[src/rtl/mw_pipe_reg_n.sv]
// mw_pipe_reg_n: memory/writeback pipeline register for LANES issue lanes.
// Each lane latches the ALU result, D data, instruction word and overflow flag
// together with a valid bit. Adds flush, per-lane kill, a registered
// valid-lane count and a saturating stall-cycle counter.
module mw_pipe_reg_n #(
    parameter int LANES  = 2,
    parameter int DATA_W = 32,
    parameter int INSN_W = 32,
    parameter int CNT_W  = 16
) (
    input  logic                      clk,
    input  logic                      reset,
    input  logic                      we,
    input  logic                      flush,
    input  logic                      clr_count,
    input  logic [LANES-1:0]          valid_in,
    input  logic [LANES-1:0]          kill_in,
    input  logic [LANES*DATA_W-1:0]   dataO_in,
    input  logic [LANES*DATA_W-1:0]   dataD_in,
    input  logic [LANES*INSN_W-1:0]   instruction_in,
    input  logic [LANES-1:0]          ovf_in,
    output logic [LANES-1:0]          valid_out,
    output logic [LANES*DATA_W-1:0]   dataO_out,
    output logic [LANES*DATA_W-1:0]   dataD_out,
    output logic [LANES*INSN_W-1:0]   instruction_out,
    output logic [LANES-1:0]          ovf_out,
    output logic [$clog2(LANES+1)-1:0] lane_count,
    output logic [CNT_W-1:0]          stall_count
);

    localparam int LCW = $clog2(LANES + 1);
    localparam logic [CNT_W-1:0] CNT_MAX = {CNT_W{1'b1}};

    logic [LANES-1:0]        validReg;
    logic [LANES-1:0]        validNext;
    logic [LANES*DATA_W-1:0] dataOReg;
    logic [LANES*DATA_W-1:0] dataDReg;
    logic [LANES*INSN_W-1:0] insnReg;
    logic [LANES-1:0]        ovfReg;
    logic [LCW-1:0]          laneCountReg;
    logic [LCW-1:0]          laneCountNext;
    logic [CNT_W-1:0]        stallCountReg;
    logic                    stallCond;

    // A lane captures only when advancing, not flushed, valid and not killed.
    logic [LANES-1:0] laneLoad;
    assign laneLoad = {LANES{we & ~flush}} & valid_in & ~kill_in;

    // Next valid vector mirrors the per-lane priority so lane_count can be
    // registered in the same edge as valid_out.
    always_comb begin
        validNext = validReg;
        if (reset || flush) begin
            validNext = '0;
        end else if (we) begin
            validNext = valid_in & ~kill_in;
        end
    end

    // Popcount of the next valid vector.
    always_comb begin
        laneCountNext = '0;
        for (int i = 0; i < LANES; i++) begin
            laneCountNext = laneCountNext + LCW'(validNext[i]);
        end
    end

    generate
        for (genvar gi = 0; gi < LANES; gi++) begin : g_lane
            // Per-lane payload: bubble on reset/flush/kill, capture on load, else hold.
            always_ff @(posedge clk) begin
                if (reset || flush || (we && !laneLoad[gi])) begin
                    validReg[gi]                   <= 1'b0;
                    dataOReg[gi*DATA_W +: DATA_W]  <= '0;
                    dataDReg[gi*DATA_W +: DATA_W]  <= '0;
                    insnReg[gi*INSN_W +: INSN_W]   <= '0;
                    ovfReg[gi]                     <= 1'b0;
                end else if (we) begin
                    validReg[gi]                   <= 1'b1;
                    dataOReg[gi*DATA_W +: DATA_W]  <= dataO_in[gi*DATA_W +: DATA_W];
                    dataDReg[gi*DATA_W +: DATA_W]  <= dataD_in[gi*DATA_W +: DATA_W];
                    insnReg[gi*INSN_W +: INSN_W]   <= instruction_in[gi*INSN_W +: INSN_W];
                    ovfReg[gi]                     <= ovf_in[gi];
                end
            end
        end
    endgenerate

    // Registered valid-lane count, tracks validReg edge for edge.
    always_ff @(posedge clk) begin
        if (reset) begin
            laneCountReg <= '0;
        end else begin
            laneCountReg <= laneCountNext;
        end
    end

    // A stall only counts when valid work is actually being held.
    assign stallCond = ~we & ~flush & (|validReg);

    // Saturating stall counter; clear beats increment.
    always_ff @(posedge clk) begin
        if (reset || clr_count) begin
            stallCountReg <= '0;
        end else if (stallCond && (stallCountReg != CNT_MAX)) begin
            stallCountReg <= stallCountReg + 1'b1;
        end
    end

    assign valid_out       = validReg;
    assign dataO_out       = dataOReg;
    assign dataD_out       = dataDReg;
    assign instruction_out = insnReg;
    assign ovf_out         = ovfReg;
    assign lane_count      = laneCountReg;
    assign stall_count     = stallCountReg;

endmodule

[config.mk]
export PLATFORM = sky130hd
export DESIGN_NAME = mw_pipe_reg_n
export DESIGN_NICKNAME = d
export VERILOG_FILES = /design/src/rtl/mw_pipe_reg_n.sv
export SDC_FILE = /design/constraint.sdc
export NUM_CORES = 1
export LEC_CHECK = 0
export BUFFER_PORTS_ARGS = -buffer_cell sky130_fd_sc_hd__buf_2
export CORE_MARGIN = 10
export CORE_UTILIZATION = 30
export DETAILED_ROUTE_END_ITERATION = 6
export SLEW_MARGIN = 20
export SYNTH_ARGS = -nofsm -noshare
export SYNTH_HDL_FRONTEND = slang
export SYNTH_SLANG_ARGS = --single-unit
[constraint.sdc]
create_clock -name clk -period 3.2 [get_ports clk]
set_input_delay 0.16 -clock clk [delete_from_list [all_inputs] [get_ports clk]]
set_output_delay 0.16 -clock clk [all_outputs]
set_load 0.02 [all_outputs]
# After elaboration in Yosys (flattened, before gate mapping)
# Cells that the tools add are included.
[op_classes]
n_addsub = 2
mul = 0
div = 0
order_cmp = 0
n_eq_ne = 1
shifts = 0
muxes = 2
bitwise = 9
reduce_logical = 10
[ops]
columns = ["op", "count"]
rows = [
  ["16-bit by 1-bit adder with 16-bit output, second input constant", 1],
  ["16-bit inequality test, second input constant", 1],
  ["2-bit AND", 3],
  ["1-bit logical OR", 4],
  ["2-bit 2-to-1 mux", 2],
  ["1-bit AND", 3],
  ["1-bit logical AND", 3],
  ["1-bit by 1-bit adder with 2-bit output", 1],
  ["1-bit logical NOT", 2],
  ["1-bit inverter", 2],
  ["2-bit inverter", 1],
  ["2-bit OR reduction", 1],
]
[totals]
reg_bits = 214
latchBits = 0
ram_bits = 0
rom_bits = 0
input_bits = 203
output_inout_bits = 214
wordCells = 36
mem_count = 0

# Logic depth before layout (Yosys ltp)
# Gate-level depths: netlist of the first run.
[logic_depth]
depth_word = 7
depth_mapped = 8
ltp_nobuf = 6

# Worst setup path after synthesis of the first run
# OpenSTA, ideal clock, no wires.
[synth_path]
path_kind = "reg-to-reg"
startpoint = "register stallCountReg[0], in the netlist stall_count[0]"
endpoint = "register stallCountReg[6], in the netlist stall_count[6]"
setup_time_ns = 0.070
arrival_time_ns = 1.884
t_required_ns = 3.130
setup_slack_ns = 1.246
path_stages_with_launch = 7
n_path_buf = 1
period_less_slack_ns = 1.954
path_cell_list = "dfxtp_1 ha_1 nand3_1 or3_1 buf_2 or4_1 a21oi_1"
[synth_between]
elab_chain_len = 2
word_cells_on_any_way = 3
classes_between = "add/sub: 1; eq/ne: 1; reduce/logical: 1"
[synth_lines]
columns = ["element", "line", "rtl"]
rows = [
  ["from (decl)", "42", "logic [CNT_W-1:0] stallCountReg;"],
  ["from (signal assigned)", "106", "stallCountReg <= stallCountReg + 1'b1;"],
  ["branches (longest 2 deep; another with 16-bit by 1-bit adder with 16-bit output)", "--", ""],
]
# Several ways; the timed one is not identified.
# A chain may end at the register's enable or synchronous reset.

# Worst setup path after layout of the first run
[layout_path]
startpoint = "register stallCountReg[0], in the netlist stall_count[0]"
endpoint = "register stallCountReg[15], in the netlist stall_count[15]"
# The elaborated chain is that of the path after synthesis.

==> summary.txt, run 1 <==
Outcome: complete, no violations
Drt drc: 0
Die Area: 0.0326 mm^2
Setup violators final: 0
Clock tree from TritonCTS: done
Longest Clk Path Bufs: 3
Rows: 58
Max-slew violations: 0
Synth Net Count: 951
Syn_area_per_cell: 10.4 um^2
Layout filler cell count: 2,202
Endpoints failing hold: 0
Lkg Pwr: 6.42 nW
Reg area: 0.00428 mm^2
Worst Hold Class: primary input to flop
Post-DP Area: 0.0101 mm^2
Req. time, crit path: 3.59 ns
Commonest cells after routing, fill and taps aside: buf_2, dfxtp_1, nor2_1
CTS Sinks: 214
Fmax: 0.493 GHz
Cell Pwr Density: 488 mW/mm^2
Crit path capture type: flop
Largest net degree at the start of global routing: 118
CP delay by family, top: simple AND/OR/NAND/NOR gates
Sequential fraction of the synthesis area: 0.553
Cell area after layout: 0.0129 mm^2
Tmin final: 2.03 ns
Post-CTS setup buffer count: 0
DRT iter0 DRCs: 255
IO buf count: 416
Congestion Overflow GR: 0
Final wirelength: 28,600 um
YS warnings: 0
Crit path launch type: flop
Total GRT Usage: 0.164
Placer congestion estimate: 0.780
H-tree depth: 1
Post-Synthesis Cell Area: 0.00774 mm^2
Worst-path fanout max: 10
# hold bufs at CTS: 196
DR vias: 7,563
Critical path class: flop to flop
Worst-case vdd ir drop: 0.429 mV
Reg clk slew, reported paths: 0.06 ns
Clk root buf: clkbuf_16
Vias per cell: 4.47
Multi-input gate area: 0.00326 mm^2
Mapped Cells: 746
Vias in the first global route: 8,042
Nets@finish: 1,548
Slowest-stage cell, CP: nor4_2
Initial antenna violation count: 2
Period Utilization, post-route: 0.633
Post-route ant nets: 0
Core ar.: 0.0253 mm^2
Worst Skew: 0.00426 ns
Critical path buffers and inverters: 1
Num CTS Buffers: 24
Critical Path Max Stage Delay: 0.70 ns
Yosys reg bits: 214
Die H: 181 um
Crit-path cells: ha_1 > nand3_1 > nor4_2 > buf_4 > or4_1 > a21oi_1
Wire per inst: 16.9 um
Netlist cell types: 33
Max Cap Viol: 0
Fraction of layout cells with a size suffix above 1: 0.342
Post-cts sizing count: 0
Die X-Extent: 181 um
CP Data Arrival Time: 2.42 ns
Starting Density: 0.307
Slew at the pin with the worst max-slew slack: 0.919 ns
Clk_lat worst skew: 0.51 ns
Fin Setup TNS: 0 ns
Most common cell after layout, fill and taps aside: buf_2
Worst slew margin: 0.387
DR pass1 iterations: 4
Area growth syn-to-layout: 66.8%
HPWL after detailed placement: 19,300 um
RSZ-0062 raised after global routing: no
First-pass GRT wire length: 44,600 um
I/O pins: 417
==> per-stage QoR <==
step	worst slack (ns)	power, mW	cells	util	hold slack (ns)
after floorplan	1.25	3.14	746	-	0.232
after global placement	1.13	3.38	1451	0.401	0.391
after detailed placement	1.11	3.38	1451	0.401	0.401
after CTS	1.18	6.39	1691	0.511	0.0882
after global routing	0.974	6.54	1693	0.511	0.127
final	1.17	6.30	1693	0.511	0.116
==> final timing paths <==
| path | endpoint | slack, ns | depth (start not counted) | start |
|---|---|---|---|---|
| worst max-delay path | stall_count[15]$_SDFFE_PP0P_ | 1.17 | 6 | stall_count[0]$_SDFFE_PP0P_ |
| worst min-delay path | stall_count[1]$_SDFFE_PP0P_ | 0.12 | 5 | flush |
| worst max register to register | stall_count[15]$_SDFFE_PP0P_ | 1.17 | 6 | stall_count[0]$_SDFFE_PP0P_ |
| worst min register to register | instruction_out[36]$_SDFFE_PP0P_ | 0.49 | 2 | instruction_out[36]$_SDFFE_PP0P_ |
==> metal layers <==
metal	up-vias	global-route usage	wire (um)
li1	3742	-	-
met1	3432	0.175	11100
met2	323	0.282	13800
met3	66	0.0649	2740
met4	0	0.0669	1020
met5	-	0	0
==> worst min-delay path: cells and delay by family <==
kind / cells / cell delay (ns)
AOI/OAI and AO/OA: 1 / 0.05
buffers and inverters: 1 / 0.11
and+or+nand+nor: 3 / 0.25
==> where the power goes <==
group	switching [mW]	internal, mW	total [mW]	leakage (nW)
combinational	0.358	0.413	0.771	4.30
sequential	0.0303	2.72	2.76	1.73
clock	1.10	1.67	2.77	0.389
==> layout make-up <==
| cell class | count | share of cell area |
|---|---|---|
| antenna | 2 | 0.000388 |
| multi-input combinational | 483 | 0.253 |
| timing repair buffer | 617 | 0.320 |
| clock inverter | 11 | 0.00930 |
| sequential | 214 | 0.332 |
| inverter | 3 | 0.000872 |
| tap | 330 | 0.0320 |
| clock buffer | 33 | 0.0531 |
==> logic make-up after synthesis <==
| group | count (synthesis) | synth area share |
|---|---|---|
| and+or+nand+nor | 253 | 0.138 |
| DFF | 214 | 0.553 |
| muxes | 196 | 0.253 |
| buffers and inverters | 49 | 0.0265 |
| AOI/OAI and AO/OA | 32 | 0.0257 |
| adders and majority gates | 2 | 0.00323 |
==> synthesized netlist by cell type (all sizes together) <==
| master | number | area share |
|---|---|---|
| nand4b | 1 | 0.0011 |
| inv | 3 | 0.0015 |
| nand2 | 9 | 0.0044 |
| o31ai | 8 | 0.0078 |
| and3 | 1 | 0.00081 |
| and4 | 2 | 0.0023 |
| dfxtp | 214 | 0.55 |
| a21oi | 13 | 0.0084 |
| mux2i | 196 | 0.25 |
| or4 | 8 | 0.0078 |
| nor2 | 205 | 0.099 |
| clkbuf | 21 | 0.010 |
| a2111o | 1 | 0.0015 |
| and2 | 1 | 0.00081 |
| nor4 | 3 | 0.0032 |
| o311ai | 1 | 0.0011 |
| ha | 2 | 0.0032 |
| nor2b | 2 | 0.0016 |
| buf | 25 | 0.015 |
| nand4 | 6 | 0.0048 |
| nor3 | 1 | 0.00065 |
| nand2b | 1 | 0.00081 |
| nand3b | 1 | 0.00097 |
| or2 | 2 | 0.0016 |
| nand3 | 4 | 0.0026 |
| or3 | 6 | 0.0048 |
| o41ai | 1 | 0.0011 |
| o21ai | 7 | 0.0045 |
| a21bo | 1 | 0.0013 |
==> registers in the layout, summed over array words and instances, names as in the netlist <==
register         flops
valid_out            2
dataO_out           64
dataD_out           64
stall_count         16
lane_count           2
instruction_out     64
ovf_out              2
(Power assumes the default switching activity.)
==> inputs of run 2 (changes only) <==
==> constraint.sdc (replaced) <==
create_clock -name clk -period 1.8 [get_ports clk]
set_input_delay 0.09 -clock clk [delete_from_list [all_inputs] [get_ports clk]]
set_output_delay 0.09 -clock clk [all_outputs]
set_load 0.02 [all_outputs]
==> run 2 against run 1 <==
Compared with the run above:
- setup slack worse by 1.1 ns
- sequential share of layout area down 0.18 points
- largest cell class unchanged
- clock skew increased by 0.00071 ns
==> summary.txt, run 2 (synthesis gave the netlist of run 1 again) <==
Outcome: complete, no violations
Worst slew margin: 0.489 (+0.102)
Max Cap Viol: 0 (unchanged)
Rows: 58 (unchanged)
Worst Setup Slack, final: 0.0765 ns (-1.10 ns)
Area growth syn-to-layout: 67.9%
Slew at the pin with the worst max-slew slack: 0.766 ns (-0.153 ns)
Layout filler cell count: 2,205 (+0.14%)
CTS Sinks: 214 (unchanged)
Die X-Extent: 181 um (unchanged)
IO buf count: 416 (unchanged)
Die H: 181 um (unchanged)
Placer congestion estimate: 0.800 (+2.5%)
Max-slew violations: 0 (unchanged)
RSZ-0062 raised after global routing: no
Internal power: 8.37 mW (+74%)
Lkg Pwr: 6.46 nW (+0.61%)
Post-DP Area: 0.0102 mm^2 (+0.69%)
Fin Setup TNS: 0 ns (unchanged)
Req. time, crit path: 2.24 ns (-1.35 ns)
First-pass GRT wire length: 45,300 um (+1.7%)
Power Total: 11.0 mW (+75%)
I/O pins: 417 (unchanged)
Switching power share of the total: 0.241 (+0.00444)
Worst Hold Class: primary input to flop
Crit path capture type: flop
P_sw: 2.66 mW (+79%)
Die Area: 0.0326 mm^2 (unchanged)
Reg clk slew, reported paths: 0.06 ns (about the same)
Clock tree from TritonCTS: done
HPWL after detailed placement: 19,300 um (-0.28%)
Critical path class: flop to flop
DR pass1 iterations: 4 (unchanged)
Worst Skew: 0.00497 ns (+0.000706 ns)
Num CTS Buffers: 23 (-4.2%)
H-tree depth: 1 (unchanged)
Initial antenna violation count: 2 (unchanged)
Longest Clk Path Bufs: 3 (unchanged)
Commonest cells after routing, fill and taps aside: buf_2, dfxtp_1, nor2_1
Cell Pwr Density: 849 mW/mm^2 (+74%)
Most common cell after layout, fill and taps aside: buf_2
Vias per cell: 4.49 (+0.60%)
Clock power share: 0.431 (-0.009)
Clk root buf: clkbuf_16
Combinational Power Share: 0.125 (+0.002)
Worst-case vdd ir drop: 0.816 mV (+91%)
CP Data Arrival Time: 2.17 ns (-0.25 ns)
Vias in the first global route: 8,199 (+2.0%)
Sequential power share: 0.444 (+0.006)
Clk_lat worst skew: 0.51 ns (about the same)
Worst slack at placement: 0.0331 ns (-1.08 ns)
Period Utilization, post-route: 0.957 (+0.324)
Final wirelength: 29,000 um (+1.3%)
Post-route ant nets: 0 (unchanged)
Tmin final: 1.72 ns (-0.303 ns)
Cell area after layout: 0.0130 mm^2 (+0.71%)
Largest net degree at the start of global routing: 99 (-16%)
Starting Density: 0.307 (unchanged)
Core ar.: 0.0253 mm^2 (unchanged)
Setup violators final: 0 (unchanged)
Worst-path fanout max: 7 (-3)
Fraction of layout cells with a size suffix above 1: 0.352 (+0.00995)
DRT iter0 DRCs: 279 (+9.4%)
Total GRT Usage: 0.166 (+0.00273)
Drt drc: 0 (unchanged)
Fmax: 0.580 GHz (+18%)
Wire per inst: 17.0 um (+0.92%)
Endpoints failing hold: 0 (unchanged)
Crit path launch type: flop
Nets@finish: 1,556 (+0.52%)
DR vias: 7,640 (+1.0%)
Congestion Overflow GR: 0 (unchanged)
-- run 2: worst paths after layout --
| path | startpoint | to | slack, ns | cells after the start |
|---|---|---|---|---|
| worst min-delay path | kill_in[0] | lane_count[1]$_SDFF_PP0_ | 0.28 | 6 |
| worst max-delay path | stall_count[1]$_SDFFE_PP0P_ | stall_count[6]$_SDFFE_PP0P_ | 0.08 | 5 |
| worst max register to register | stall_count[1]$_SDFFE_PP0P_ | stall_count[6]$_SDFFE_PP0P_ | 0.08 | 5 |
| worst min register to register | instruction_out[49]$_SDFFE_PP0P_ | instruction_out[49]$_SDFFE_PP0P_ | 0.49 | 2 |
-- run 2: layer usage --
metal / vias to the layer above / GRT usage / part of all wire
met5: - / 0 / 0
li1: 3756 / - / -
met3: 57 / 0.0608 / 0.089
met4: 0 / 0.0607 / 0.035
met2: 315 / 0.291 / 0.49
met1: 3512 / 0.180 / 0.39
-- run 2: worst max-delay path: stages (launching register included) --
cell and delay, ns:
dfxtp_4 0.37, ha_4 0.13, nand3_2 0.08, or3_4 0.43, or4_4 0.52, a21oi_2 0.12
-- run 2: power groups by stage --
stage | registers (mW) | logic (mW) | clock network (mW)
floorplan | 5.13 | 0.448 | 0
global placement | 4.99 | 1.01 | 0
detailed placement | 5.00 | 1.02 | 0
CTS | 4.89 | 1.37 | 4.93
global route | 4.90 | 1.49 | 5.06
finish | 4.90 | 1.38 | 4.76
-- run 2: stage by stage --
step	instances	utilization	hold slack, ns
floorplan	746	-	0.162
global placement	1457	0.404	0.321
detailed placement	1457	0.404	0.331
CTS	1697	0.513	0.257
global route	1700	0.515	0.322
finish	1700	0.515	0.279
-- run 2: what timing repair did --
item                                   in CTS  in global routing
buffers inserted                            0                  1
gates resized for setup                     0                  6
endpoints found under the hold margin     201                  0
setup endpoints to repair                   0                  7
hold buffers                              198                  0
-- run 2: final cells by class --
type                       instances  area, um^2  area share
antenna                            2        5.00    0.000385
clock buffer                      32         679      0.0523
inverter                           3        11.3    0.000866
multi-input combinational        483        3300       0.253
timing repair buffer             626        4210       0.324
tap                              330         413      0.0318
clock inverter                    10        91.3     0.00703
sequential                       214        4290       0.330
==> inputs of run 3 (changes only) <==
--- a/config.mk
+++ b/config.mk
@@ -5,10 +5,13 @@
 export SDC_FILE = /design/constraint.sdc
 export NUM_CORES = 1
 export LEC_CHECK = 0
+export ABC_AREA = 1
 export BUFFER_PORTS_ARGS = -buffer_cell sky130_fd_sc_hd__buf_2
 export CORE_MARGIN = 10
 export CORE_UTILIZATION = 30
 export DETAILED_ROUTE_END_ITERATION = 6
+export HOLD_SLACK_MARGIN = 0.03
+export RECOVER_POWER = 50
 export SLEW_MARGIN = 20
 export SYNTH_ARGS = -nofsm -noshare
 export SYNTH_HDL_FRONTEND = slang
==> run 3 against run 2 <==
Compared with the run above:
- cell area decreased by 1.3%
- via count increased by 18%
- largest cell class unchanged
- fmax increased by 8.5%
- clock skew about the same
- critical path type unchanged
- sequential cell count unchanged
- register-to-register slack improved by 0.13 ns
==> summary.txt, run 3 <==
Post-DP Area: 0.0100 mm^2 (-1.8%)
Netlist cell types: 24 (-27%)
Reg clk slew, reported paths: 0.06 ns (about the same)
Clk_lat worst skew: 0.52 ns (about the same)
Outcome: complete, no violations
Sequential power share: 0.437 (-0.007)
Placed cells: 1,694 (+16%)
Area growth syn-to-layout: 66.8%
Vias per cell: 4.57 (+1.7%)
Reg area: 0.00428 mm^2 (-0.17%)
Endpoints failing hold: 0 (unchanged)
Worst slew margin: 0.624 (+0.135)
Clock power share: 0.445 (+0.014)
Sequential fraction of the synthesis area: 0.557 (+0.00360)
RSZ-0062 raised after global routing: no
DR vias: 8,980 (+18%)
Critical path class: flop to flop
IO buf count: 416 (unchanged)
Period Utilization, post-route: 0.883 (-0.0748)
I/O pins: 417 (unchanged)
Placer congestion estimate: 0.819 (+2.4%)
Total GRT Usage: 0.186 (+0.0200)
Fmax: 0.629 GHz (+8.5%)
HPWL after detailed placement: 21,000 um (+8.6%)
H-tree depth: 1 (unchanged)
P_sw: 2.80 mW (+5.2%)
Cell area after layout: 0.0128 mm^2 (-1.3%)
Post-synth ARST share: 0 (unchanged)
DR pass1 iterations: 4 (unchanged)
Hold path endpoint: valid_out[1]$_SDFFE_PP0P_
Power Total: 11.2 mW (+1.5%)
Post-synth top area share: 0.557 (+0.00360)
Hold Path Cell Cnt: 3 (-3)
Lkg Pwr: 5.20 nW (-20%)
Commonest cells after routing, fill and taps aside: nand2_1, buf_2, dlygate4sd3_1
Max Cap Viol: 0 (unchanged)
Longest Clk Path Bufs: 3 (unchanged)
Yosys reg bits: 214 (unchanged)
Cell Pwr Density: 873 mW/mm^2 (+2.8%)
Crit path capture type: flop
Final core occ: 0.510 (-0.00527)
DRT iter0 DRCs: 411 (+47%)
Primary FF master, synth: dfxtp_1
Rows: 58 (unchanged)
Largest net degree at the start of global routing: 117 (+18%)
Most numerous cell in the Yosys netlist: nand2_1
Post-synth EDFFs: 0 (unchanged)
Nets@finish: 1,818 (+17%)
Die Area: 0.0324 mm^2 (-0.57%)
Cell taking the most area after synthesis: dfxtp_1
Mapped Cells: 1,005 (+35%)
Starting Density: 0.305 (-0.00110)
Layout Cells excl Fill: 1,965 (+16%)
CTS Sinks: 214 (unchanged)
Final wirelength: 32,300 um (+12%)
Post-route ant nets: 0 (unchanged)
Worst-case vdd ir drop: 0.598 mV (-27%)
Congestion Overflow GR: 0 (unchanged)
Initial antenna violation count: 2 (unchanged)
Hold path start: we
Setup violators final: 0 (unchanged)
Multi-input gate area: 0.00304 mm^2 (-7.8%)
YS warnings: 0 (unchanged)
Top post-synthesis cells by count: nand2_1, dfxtp_1, a21oi_1
Post-CTS setup buffer count: 0 (unchanged)
Max-slew violations: 0 (unchanged)
Internal power: 8.40 mW (+0.27%)
RR Endpoint: stall_count[13]$_SDFFE_PP0P_
Largest cells by area after synthesis: dfxtp_1, nand2_1, a21oi_1
Worst-path fanout max: 27 (+20)
Tmin final: 1.59 ns (-0.135 ns)
Register-to-register setup slack: 0.21 ns (+0.13 ns)
Die H: 180 um (-0.29%)
Post-Synthesis Cell Area: 0.00769 mm^2 (-0.65%)
Crit path launch type: flop
Layout filler cell count: 2,368 (+7.4%)
CP Data Arrival Time: 2.01 ns (-0.16 ns)
Vias in the first global route: 9,245 (+13%)
Combinational Power Share: 0.118 (-0.007)
Slew at the pin with the worst max-slew slack: 0.564 ns (-0.202 ns)
Synth Net Count: 1,210 (+27%)
Num CTS Buffers: 26 (+13%)
First-pass GRT wire length: 50,700 um (+12%)
Fin Setup TNS: 0 ns (unchanged)
Worst Hold Class: primary input to flop
Worst R2R Start: stall_count[0]$_SDFFE_PP0P_
Switching power share of the total: 0.250 (+0.00898)
Clock tree from TritonCTS: done
Most common cell after layout, fill and taps aside: nand2_1
Drt drc: 0 (unchanged)
Post-cts sizing count: 0 (unchanged)
Die X-Extent: 180 um (-0.29%)
Syn_area_per_cell: 7.65 um^2 (-26%)
Fraction of layout cells with a size suffix above 1: 0.178 (-0.174)
Worst Reg-to-Reg Cells: 8 (+3)
Req. time, crit path: 2.22 ns (-0.02 ns)
# hold bufs at CTS: 221 (+12%)
Wire per inst: 16.4 um (-3.5%)
Clk root buf: clkbuf_16
Worst Skew: 0.00452 ns (-0.000454 ns)
Core ar.: 0.0252 mm^2 (-0.29%)
==> run 3: cell count changes after synthesis, moves of 8 or more <==
| cell | previous run | this run |
|---|---|---|
| a21oi_1 | 13 | 206 |
| buf_1 | 8 | 0 |
| buf_2 | 17 | 38 |
| inv_1 | 3 | 13 |
| mux2i_1 | 196 | 0 |
| nand2_1 | 9 | 428 |
| nand3_1 | 4 | 16 |
| nor2_1 | 205 | 42 |
| o31ai_1 | 8 | 0 |
| or4_1 | 8 | 0 |
==> run 3: worst max-delay path by stage <==
stage          depth (start not counted)                        start  slack (ns)                      endpoint
2_1_floorplan                          7  stall_count[0]$_SDFFE_PP0P_        0.25   stall_count[9]$_SDFFE_PP0P_
3_3_place_gp                           8  stall_count[0]$_SDFFE_PP0P_        0.23  stall_count[13]$_SDFFE_PP0P_
3_5_place_dp                           8  stall_count[0]$_SDFFE_PP0P_        0.21  stall_count[13]$_SDFFE_PP0P_
4_1_cts                                8  stall_count[0]$_SDFFE_PP0P_        0.20  stall_count[13]$_SDFFE_PP0P_
5_1_grt                                7  stall_count[0]$_SDFFE_PP0P_        0.06   stall_count[1]$_SDFFE_PP0P_
6_report                               8  stall_count[0]$_SDFFE_PP0P_        0.21  stall_count[13]$_SDFFE_PP0P_
==> run 3: metrics by stage <==
stage          hold WS, ns  setup WS, ns
6_report            0.0599         0.211
5_1_grt             0.0729        0.0584
4_1_cts             0.0450         0.203
3_5_place_dp         0.304         0.212
3_3_place_gp         0.298         0.233
2_1_floorplan        0.161         0.247
==> run 3: routing by layer <==
| metal | track usage | up-vias | routed length (um) |
|---|---|---|---|
| li1 | - | 4436 | - |
| met1 | 0.205 | 4070 | 12300 |
| met2 | 0.326 | 395 | 16000 |
| met3 | 0.0534 | 79 | 2590 |
| met4 | 0.0883 | 0 | 1370 |
| met5 | 0 | - | 0 |
==> run 3: area by class of cell <==
type / instances / area share
Clock inverter: 12 / 0.00663
Tap cell: 330 / 0.0322
Antenna cell: 2 / 0.000390
Sequential cell: 214 / 0.334
Inverter: 16 / 0.00507
Timing Repair Buffer: 646 / 0.327
Multi-Input combinational cell: 709 / 0.237
Clock buffer: 36 / 0.0583
==> run 3: cells by family (layout without fill, tap and decap cells) <==
family,after synthesis,in the layout,synth area share
xor+xnor,1,1,0.00114
simple gates,494,494,0.251
compound gates,212,212,0.138
other cells,0,2,0
buf+inv,82,710,0.0498
flops,214,214,0.557
fa+ha+maj,2,2,0.00325
==> run 3: critical path, cell delays in order (launching register included) <==
cell,delay (ns)
dfxtp_1,0.39
ha_1,0.20
nand3_1,0.15
nor2_4,0.15
nand3_4,0.26
nand2_1,0.18
nand2_1,0.06
nand2_1,0.05
nor2_1,0.04
==> run 3: power groups by stage <==
stage / Combinational, mW / Clock, mW / Sequential, mW
2_1_floorplan: 0.364 / 0 / 5.12
3_3_place_gp: 0.941 / 0 / 4.99
3_5_place_dp: 0.941 / 0 / 4.99
4_1_cts: 1.33 / 5.12 / 4.89
5_1_grt: 1.43 / 5.33 / 4.90
6_report: 1.32 / 4.98 / 4.90
